### src/rtl/picture_fetch_ctrl.sv
// picture_fetch_ctrl: walks the picture ROM once per frame, absorbs the ROM
// read latency in a small skid buffer and pushes pixels into the write-side
// pixel FIFO under fifo_full backpressure. Reports frame completion and a
// sticky overrun when a frame is restarted before it was fully delivered.
module picture_fetch_ctrl #(
  parameter int ADDR_W     = 13,
  parameter int DATA_W     = 24,
  parameter int NUM_PIXELS = 4800,
  parameter int ROM_LAT    = 2,
  parameter int SKID_DEPTH = 4
) (
  input  logic              clk,
  input  logic              rst_n,
  input  logic              enable,
  input  logic              frame_start,
  output logic              rom_en,
  output logic [ADDR_W-1:0] mem_addr,
  input  logic [DATA_W-1:0] rom_data,
  input  logic              fifo_full,
  output logic              fifo_wr_en,
  output logic [DATA_W-1:0] fifo_din,
  output logic              busy,
  output logic              frame_done,
  output logic              overrun
);

  localparam int CNT_W  = $clog2(NUM_PIXELS + 1);
  localparam int PTR_W  = (SKID_DEPTH > 1) ? $clog2(SKID_DEPTH) : 1;
  localparam int SCNT_W = $clog2(SKID_DEPTH + 1);
  localparam int INF_W  = $clog2(ROM_LAT + 1);
  localparam int OCC_W  = $clog2(ROM_LAT + SKID_DEPTH + 1);

  localparam logic [CNT_W-1:0] LAST_CNT = CNT_W'(NUM_PIXELS - 1);
  localparam logic [CNT_W-1:0] FULL_CNT = CNT_W'(NUM_PIXELS);
  localparam logic [OCC_W-1:0] OCC_MAX  = OCC_W'(SKID_DEPTH);
  localparam logic [PTR_W-1:0] PTR_LAST = PTR_W'(SKID_DEPTH - 1);

  typedef enum logic [0:0] {
    S_IDLE  = 1'b0,
    S_FETCH = 1'b1
  } state_t;

  state_t r_state;
  state_t w_state_nxt;

  // Frame progress counters: addresses issued and pixels written
  logic [CNT_W-1:0]  r_issue_cnt;
  logic [CNT_W-1:0]  r_wr_cnt;

  // One bit per outstanding ROM read; the top bit marks rom_data valid now
  logic [ROM_LAT-1:0] r_rom_vld;

  // Skid buffer storage and bookkeeping
  logic [DATA_W-1:0] r_skid_mem [SKID_DEPTH];
  logic [PTR_W-1:0]  r_rd_ptr;
  logic [PTR_W-1:0]  r_wr_ptr;
  logic [SCNT_W-1:0] r_skid_cnt;

  logic              r_done;
  logic              r_overrun;

  logic              w_fetch;
  logic [INF_W-1:0]  w_inflight;
  logic [OCC_W-1:0]  w_occ;
  logic              w_can_wr;
  logic              w_last_wr;
  logic              w_delivered;
  logic              w_restart;
  logic              w_abort;
  logic              w_start;
  logic              w_clear;
  logic              w_issue;
  logic              w_wr;
  logic              w_push;
  logic [ADDR_W-1:0] w_addr;

  // Circular pointer advance over a possibly non-power-of-two depth
  function automatic logic [PTR_W-1:0] ptr_inc(input logic [PTR_W-1:0] p);
    return (p == PTR_LAST) ? '0 : p + PTR_W'(1);
  endfunction

  // ROM address is the issue counter, zero-extended or truncated to ADDR_W
  if (CNT_W >= ADDR_W) begin : g_addr_trunc
    assign w_addr = r_issue_cnt[ADDR_W-1:0];
  end else begin : g_addr_ext
    assign w_addr = {{(ADDR_W - CNT_W){1'b0}}, r_issue_cnt};
  end

  // Count reads still travelling through the ROM pipeline
  always_comb begin
    w_inflight = '0;
    for (int i = 0; i < ROM_LAT; i++) begin
      w_inflight = w_inflight + INF_W'(r_rom_vld[i]);
    end
  end

  // Issue / write / restart decisions, all from registered state and inputs
  always_comb begin
    w_fetch     = (r_state == S_FETCH);
    w_occ       = OCC_W'(w_inflight) + OCC_W'(r_skid_cnt);
    w_can_wr    = w_fetch && (r_skid_cnt != '0) && !fifo_full;
    w_last_wr   = w_can_wr && (r_wr_cnt == LAST_CNT);
    w_delivered = (r_wr_cnt == FULL_CNT);
    // Any frame_start in FETCH restarts the frame; it only counts as an
    // overrun when the current frame has not been completely written.
    w_restart   = w_fetch && frame_start;
    w_abort     = w_restart && !w_last_wr && !w_delivered;
    w_start     = !w_fetch && frame_start;
    w_clear     = w_start || w_restart;
    w_wr        = w_can_wr && !w_abort;
    // Credit is taken from registered counts only; a pop this cycle does
    // not free a slot until next cycle, which bounds skid occupancy.
    w_issue     = w_fetch && enable && (r_issue_cnt < FULL_CNT) &&
                  (w_occ < OCC_MAX) && !w_restart;
    w_push      = r_rom_vld[ROM_LAT-1] && !w_clear;
  end

  // Next-state logic for IDLE/FETCH
  always_comb begin
    w_state_nxt = r_state;
    case (r_state)
      S_IDLE: begin
        if (frame_start) w_state_nxt = S_FETCH;
      end
      S_FETCH: begin
        // Stay in FETCH through the frame_done cycle, then drop to IDLE
        if (!frame_start && w_delivered) w_state_nxt = S_IDLE;
      end
      default: w_state_nxt = S_IDLE;
    endcase
  end

  // State register
  always_ff @(posedge clk or negedge rst_n) begin
    if (!rst_n) r_state <= S_IDLE;
    else        r_state <= w_state_nxt;
  end

  // Issue and write counters, zeroed on every frame (re)start
  always_ff @(posedge clk or negedge rst_n) begin
    if (!rst_n) begin
      r_issue_cnt <= '0;
      r_wr_cnt    <= '0;
    end else if (w_clear) begin
      r_issue_cnt <= '0;
      r_wr_cnt    <= '0;
    end else begin
      if (w_issue) r_issue_cnt <= r_issue_cnt + CNT_W'(1);
      if (w_wr)    r_wr_cnt    <= r_wr_cnt + CNT_W'(1);
    end
  end

  // ROM valid shift register; clearing it discards data of an aborted frame
  always_ff @(posedge clk or negedge rst_n) begin
    if (!rst_n) begin
      r_rom_vld <= '0;
    end else if (w_clear) begin
      r_rom_vld <= '0;
    end else begin
      r_rom_vld[0] <= w_issue;
      for (int i = 1; i < ROM_LAT; i++) begin
        r_rom_vld[i] <= r_rom_vld[i-1];
      end
    end
  end

  // Skid buffer pointers and occupancy; simultaneous push and pop keep count
  always_ff @(posedge clk or negedge rst_n) begin
    if (!rst_n) begin
      r_rd_ptr   <= '0;
      r_wr_ptr   <= '0;
      r_skid_cnt <= '0;
    end else if (w_clear) begin
      r_rd_ptr   <= '0;
      r_wr_ptr   <= '0;
      r_skid_cnt <= '0;
    end else begin
      if (w_push) r_wr_ptr <= ptr_inc(r_wr_ptr);
      if (w_wr)   r_rd_ptr <= ptr_inc(r_rd_ptr);
      case ({w_push, w_wr})
        2'b10:   r_skid_cnt <= r_skid_cnt + SCNT_W'(1);
        2'b01:   r_skid_cnt <= r_skid_cnt - SCNT_W'(1);
        default: r_skid_cnt <= r_skid_cnt;
      endcase
    end
  end

  // Skid buffer storage; cleared on reset so fifo_din reads 0 out of reset
  always_ff @(posedge clk or negedge rst_n) begin
    if (!rst_n) begin
      for (int i = 0; i < SKID_DEPTH; i++) begin
        r_skid_mem[i] <= '0;
      end
    end else if (w_push) begin
      r_skid_mem[r_wr_ptr] <= rom_data;
    end
  end

  // Frame-done pulse and sticky overrun flag
  always_ff @(posedge clk or negedge rst_n) begin
    if (!rst_n) begin
      r_done    <= 1'b0;
      r_overrun <= 1'b0;
    end else begin
      r_done <= w_last_wr;
      if (w_abort) r_overrun <= 1'b1;
    end
  end

  assign rom_en     = w_issue;
  assign mem_addr   = w_issue ? w_addr : '0;
  assign fifo_wr_en = w_wr;
  assign fifo_din   = r_skid_mem[r_rd_ptr];
  assign busy       = w_fetch;
  assign frame_done = r_done;
  assign overrun    = r_overrun;

endmodule

### config.mk
export PLATFORM = sky130hd
export DESIGN_NAME = picture_fetch_ctrl
export DESIGN_NICKNAME = d
export VERILOG_FILES = /design/src/rtl/picture_fetch_ctrl.sv
export SDC_FILE = /design/constraint.sdc
export NUM_CORES = 1
export LEC_CHECK = 0
export CAP_MARGIN = 20
export CORE_ASPECT_RATIO = 1.25
export CORE_MARGIN = 4
export CORE_UTILIZATION = 45
export DETAILED_ROUTE_END_ITERATION = 12
export PLACE_DENSITY = 0.77
export SETUP_SLACK_MARGIN = 0.05
export SLEW_MARGIN = 15
export SYNTH_ARGS = -nofsm -noshare
export SYNTH_HDL_FRONTEND = slang
export SYNTH_SLANG_ARGS = --single-unit
### constraint.sdc
create_clock -name clk -period 5.95 [get_ports clk]
set_input_delay 1.19 -clock clk [delete_from_list [all_inputs] [get_ports clk]]
set_output_delay 1.19 -clock clk [all_outputs]
set_load 0.02 [all_outputs]
# ---- After elaboration in Yosys (flattened, before gate mapping)
# Cells that the tools add are included.
dict set report classes {
  n_mux 23
  multipliers 0
  eq_ne 6
  n_lt_le_gt_ge 5
  reduce_logical 29
  div_mod_pow 0
  n_addsub 8
  bitwise_logic 3
  n_shift 0
}
# operator count
set ops {}
lappend ops {{bitwise mux 96 bit} 1}
lappend ops {{two-way mux 24 bit} 3}
lappend ops {{two-way mux 13 bit} 5}
lappend ops {{binary-select mux 24 bit (select 2 bit)} 1}
lappend ops {{demux 24 bit (select 2 bit)} 1}
lappend ops {{adder 13 x 1 -> 13 bit (second input constant)} 2}
lappend ops {{== test 13 bit (second input constant)} 2}
lappend ops {{logical AND 1 bit} 15}
lappend ops {{two-way mux 2 bit} 7}
lappend ops {{< comparator 13 bit (second input constant)} 1}
lappend ops {{zero test 1 bit} 8}
lappend ops {{== test 2 bit (second input constant)} 3}
lappend ops {{greater-or-equal comparator 3 bit (second input constant)} 2}
lappend ops {{NOT 2 -> 3 bit} 2}
lappend ops {{case mux 3 bit (2 select lines)} 1}
lappend ops {{nonzero test 2 bit} 3}
lappend ops {{nonzero test 3 bit} 2}
lappend ops {{adder 2 x 1 -> 2 bit (second input constant)} 2}
lappend ops {{adder 2 x 3 -> 3 bit} 1}
lappend ops {{adder 3 x 1 -> 3 bit (second input constant)} 1}
lappend ops {{< comparator 3 x 1 -> 1 bit (second input constant)} 1}
lappend ops {{< comparator 3 bit (second input constant)} 1}
lappend ops {{two-way mux 3 bit} 1}
lappend ops {{subtractor 3 x 1 -> 3 bit (second input constant)} 1}
lappend ops {{other kinds (6)} 7}
dict set report totals {
  elab_cells 87
  latch_bits 0
  n_memories 0
  output_inout_bits 42
  mem_bits_ro 0
  mem_bits_rw 0
  reg_bits 134
}

# ---- Depth between registers and ports, before layout
dict set report logic_depth {
  depth_word 12
  ltp_mapped 12
}

# ---- Worst setup path before layout
# Ideal clock, no wire load.
dict set report synth_path {
  path_type {input to output}
  from {input port enable}
  to {output port mem_addr[10]}
  t_required_ps 4760
  t_arrival_ps 2649
  path_buffers 1
  cell_stages 6
  setup_slack_ps 2111
  cell_sequence {nand2_1 a211o_1 a21oi_1 and2b_1 clkbuf_1 and2_1}
}
dict set report synth_via {
  elab_chain_len 5
}
# item line
set synth_rtl {}
lappend synth_rtl {{start, declared} 14} ;# input logic enable,
lappend synth_rtl {{logical AND 1 bit (3 in series)} 113} ;# w_issue = w_fetch && enable && (r_issue_cnt < FULL_CNT) &&
lappend synth_rtl {{logical AND 1 bit} 114} ;# (w_occ < OCC_MAX) && !w_restart;
lappend synth_rtl {{named net rom_en} 16} ;# output logic rom_en,
lappend synth_rtl {{two-way mux 13 bit} 211} ;# assign mem_addr = w_issue ? w_addr : '0;
lappend synth_rtl {{end, declared} 17} ;# output logic [ADDR_W-1:0] mem_addr,
# The timed path passes the listed nets, and every way through them passes these cells.

# ---- Worst setup path after layout
dict set report layout_path {
  from {input port enable}
  to {output port mem_addr[6]}
}
dict set report layout_via {
  elab_chain_len 5
}
# item line
set layout_rtl {}
lappend layout_rtl {{logical AND 1 bit (3 in series)} 113}
lappend layout_rtl {{logical AND 1 bit} 114}
lappend layout_rtl {{two-way mux 13 bit} 211}
# No other way between the ends.

==> run summary <==
clock share of power: 38.6%
Core Box Area: 0.0138 mm2
multiplexer area fraction after synthesis: 26.5%
critical path class: in -> out
post-synth cell types: 44
Ports: 71
Mapped Cells: 465
Overall Power: 2.83 mW
Finished Core Util: 56.6%
number of buffers added for setup after CTS: 0
initial antenna violation count: 0
Adder-Cell Fraction of Synth Area: 2.09%
Residual DRC: 0
DRT antenna net count: 0
minimum clock period: 4.73 ns
Comb pwr share: 22.2%
Die Height: 141 um
skew final: 0.00902 ns
Top FF cell, synth: dfrtp_1
TritonCTS clock tree: yes
CTS Hold Bufs: 0
critical-path cell list: clkdlybuf4s50_1 > nand2_1 > a211o_1 > a21oi_1 > and2b_1 > and2_1 > clkdlybuf4s50_1
vias in the first global route: 4,332
Ys Warns: 0
vias: 4,005
met1 wire length: 5.34 mm
CP Launch Type: input pin
Filler cells: 1,131
P&R area growth vs syn: 23.4%
CP Capture Type: output pin
Fmax achieved: 211 MHz
Starting Density: 45.9%
GP Congestion: 0.848
Die Area: 0.0161 mm2
Syn Std Cell Area: 0.00634 mm2
post-synthesis compound-gate area fraction: 4.42%
Clk pin slew, worst setup/hold paths: 0.06 ns
CP required: 4.76 ns
buffers plus inverters on the worst setup path: 2
num rows: 48
largest family of logic cells by synthesized area: multiplexers
MaxCap Viol Count: 0
Internal Dissipation: 2.07 mW
final setup vio count: 0
Slew @ Worst Pin: 0.934 ns
met3 wire len: 551 um
DRT Wirelength: 13.1 mm
H-tree depth: 4
antenna fix cells: 0
Num CTS Buffers: 17
pre-CTS setup slack: 1.19 ns
nets: 577
Seq pwr share: 39.1%
clk_lat worst skew: 0.41 ns
overall routing resource usage: 17.3%
Slowest cell on crit path: clkdlybuf4s50_1
status: finished, final reports clean
drt wl/cell: 18.0 um
relative slew slack: 37.7%
sequential area share after synthesis: 52.9%
Port Buffers: 70
Iter 0 DRT Violations: 171
Cells after DPL: 694
Max stage delay on crit path: 0.60 ns
static leakage: 3.52 nW
Crit path top cell by count: clkdlybuf4s50_1
met2 routed WL: 6.99 mm
EDFF count, synth: 0
Die X: 114 um
Crit Path Max Fanout: 18
Root Buffer: clkbuf_16
hpwl dp: 8.61 mm
post-route cell area: 0.00782 mm2
setup TNS: 0 ns
worst ir drop on vdd: 0.247 mV
flop and latch count out of synthesis: 134
Placed Area: 0.00720 mm2
final hold vios: 0
unrepaired setup endpoints after global routing: false
vias per std cell: 5.52
PD cells: 362 mW/mm2
sw power: 0.753 mW
switching part of the total power: 26.6%
global-route wire length before repair: 21.8 mm
First-pass DRT Iterations: 4
Clock Path Buffers: 2
Mean Syn Cell Area: 13.6 um2
max layer used: met4
worst hold path class: reg -> reg
Final period util: 79.6%
Simple-Gate Fraction of Synth Area: 9.42%
post_cts resized: 0
Slew Viols, Final: 0
Synth async-reset ratio: 100%
Finished Layout Cells: 726
Synth Area in XOR/XNOR: 2.35%
largest net degree at the start of global routing: 76
layout cells sized above 1: 31.0%
GR Overflow Total: 0
worst hold margin: 0.476 ns
CP arrival: 3.54 ns
syn nets: 504
Clock Sinks: 134
crit-path leading delay family: buffers and inverters
worst setup slack after layout: 1.22 ns
[metal layers]
metal,track usage (%),up-vias
li1,-,1823
met1,20.7,2076
met2,30.0,87
met3,4.34,19
met4,6.07,0
met5,0,-
[worst register-to-register path: stages (launching register included)]
cell	delay [ns]
dfrtp_1	0.44
nor3_1	0.11
nor3b_4	0.54
a21bo_2	0.40
a21oi_2	0.19
nor2b_1	0.19
fa_1	0.22
inv_1	0.06
o21a_1	0.10
a211o_1	0.26
a21oi_1	0.14
[layout make-up]
class                   instances  area, um2  area share (%)
multi-input cells             300       2840            36.3
clock inverters                14        183            2.34
well taps                     175        219            2.80
repair buffers                 78        758            9.70
inverters                       7       26.3           0.336
flip-flops and latches        134       3350            42.9
clock buffers                  18        439            5.62
[cells by family after synthesis]
group | count (synthesis)
flip-flops | 134
multiplexers | 126
AND/OR/NAND/NOR | 114
AO/OA/AOI/OAI | 33
buffers and inverters | 31
XOR/XNOR | 17
adder cells (fa/ha/maj) | 10
[power by group through the flow]
stage / combinational (mW) / clock (mW) / sequential, mW
final: 0.628 / 1.09 / 1.11
after global routing: 0.675 / 1.16 / 1.12
after CTS: 0.640 / 1.11 / 1.11
after detailed placement: 0.635 / 0 / 1.12
after global placement: 0.621 / 0 / 1.11
after floorplan: 0.422 / 0 / 1.08
[synth_stat cells (2+ instances only)]
cell | n | share of area, %
o211ai_1 | 3 | 0.36
o31ai_1 | 2 | 0.24
nand3_1 | 8 | 0.63
a2111oi_2 | 3 | 0.71
o21ai_0 | 6 | 0.47
nor2_1 | 26 | 1.5
or3_1 | 4 | 0.39
nor2b_1 | 6 | 0.59
clkbuf_1 | 10 | 0.59
and2_1 | 18 | 1.8
nand4_1 | 6 | 0.59
inv_1 | 7 | 0.41
or4_1 | 2 | 0.24
xnor2_1 | 5 | 0.69
mux4_2 | 24 | 8.5
mux2_2 | 96 | 17
a21oi_1 | 7 | 0.55
buf_6 | 2 | 0.36
mux2i_1 | 6 | 0.95
dfrtp_1 | 134 | 53
nor3_1 | 2 | 0.16
buf_2 | 11 | 0.87
and3_1 | 8 | 0.79
xor2_1 | 12 | 1.7
a211o_1 | 3 | 0.41
ha_1 | 9 | 1.8
nand2_1 | 26 | 1.5
and4_1 | 3 | 0.41
[state kept, by name, indices dropped and copies added (netlist names)]
| signal | count |
|---|---|
| r_skid_mem | 96 |
| r_issue_cnt | 13 |
| frame_done | 1 |
| overrun | 1 |
| r_skid_cnt | 3 |
| r_rd_ptr | 2 |
| r_wr_cnt | 13 |
| busy | 1 |
| r_rom_vld | 2 |
| r_wr_ptr | 2 |
[path summary, 6_finish.rpt]
| kind | startpoint | to | slack [ns] | cells past startpoint |
|---|---|---|---|---|
| setup / recovery | enable | mem_addr[6] | 1.22 | 7 |
| hold / removal | overrun | overrun | 0.48 | 1 |
| setup reg to reg | r_skid_cnt[1] | r_skid_cnt[2] | 3.22 | 10 |
| hold reg to reg | overrun | overrun | 0.48 | 1 |
| max in group asynchronous | rst_n | r_rd_ptr[0] | 4.29 | 2 |
| min in group asynchronous | rst_n | overrun | 0.55 | 1 |
[layout by cell type, fill, tap and decap left out, types with 7 or more instances in the layout]
master and count:
a21oi_1 7, and2_1 18, and3_1 8, buf_4 9, clkbuf_16 17, clkdlybuf4s50_1 69
dfrtp_1 133, ha_1 9, inv_1 7, mux2_2 96, mux4_2 24, nand2_1 26
nand3_1 8, nor2_1 26, xor2_1 12
No activity file was read; power rests on OpenSTA's default activity.
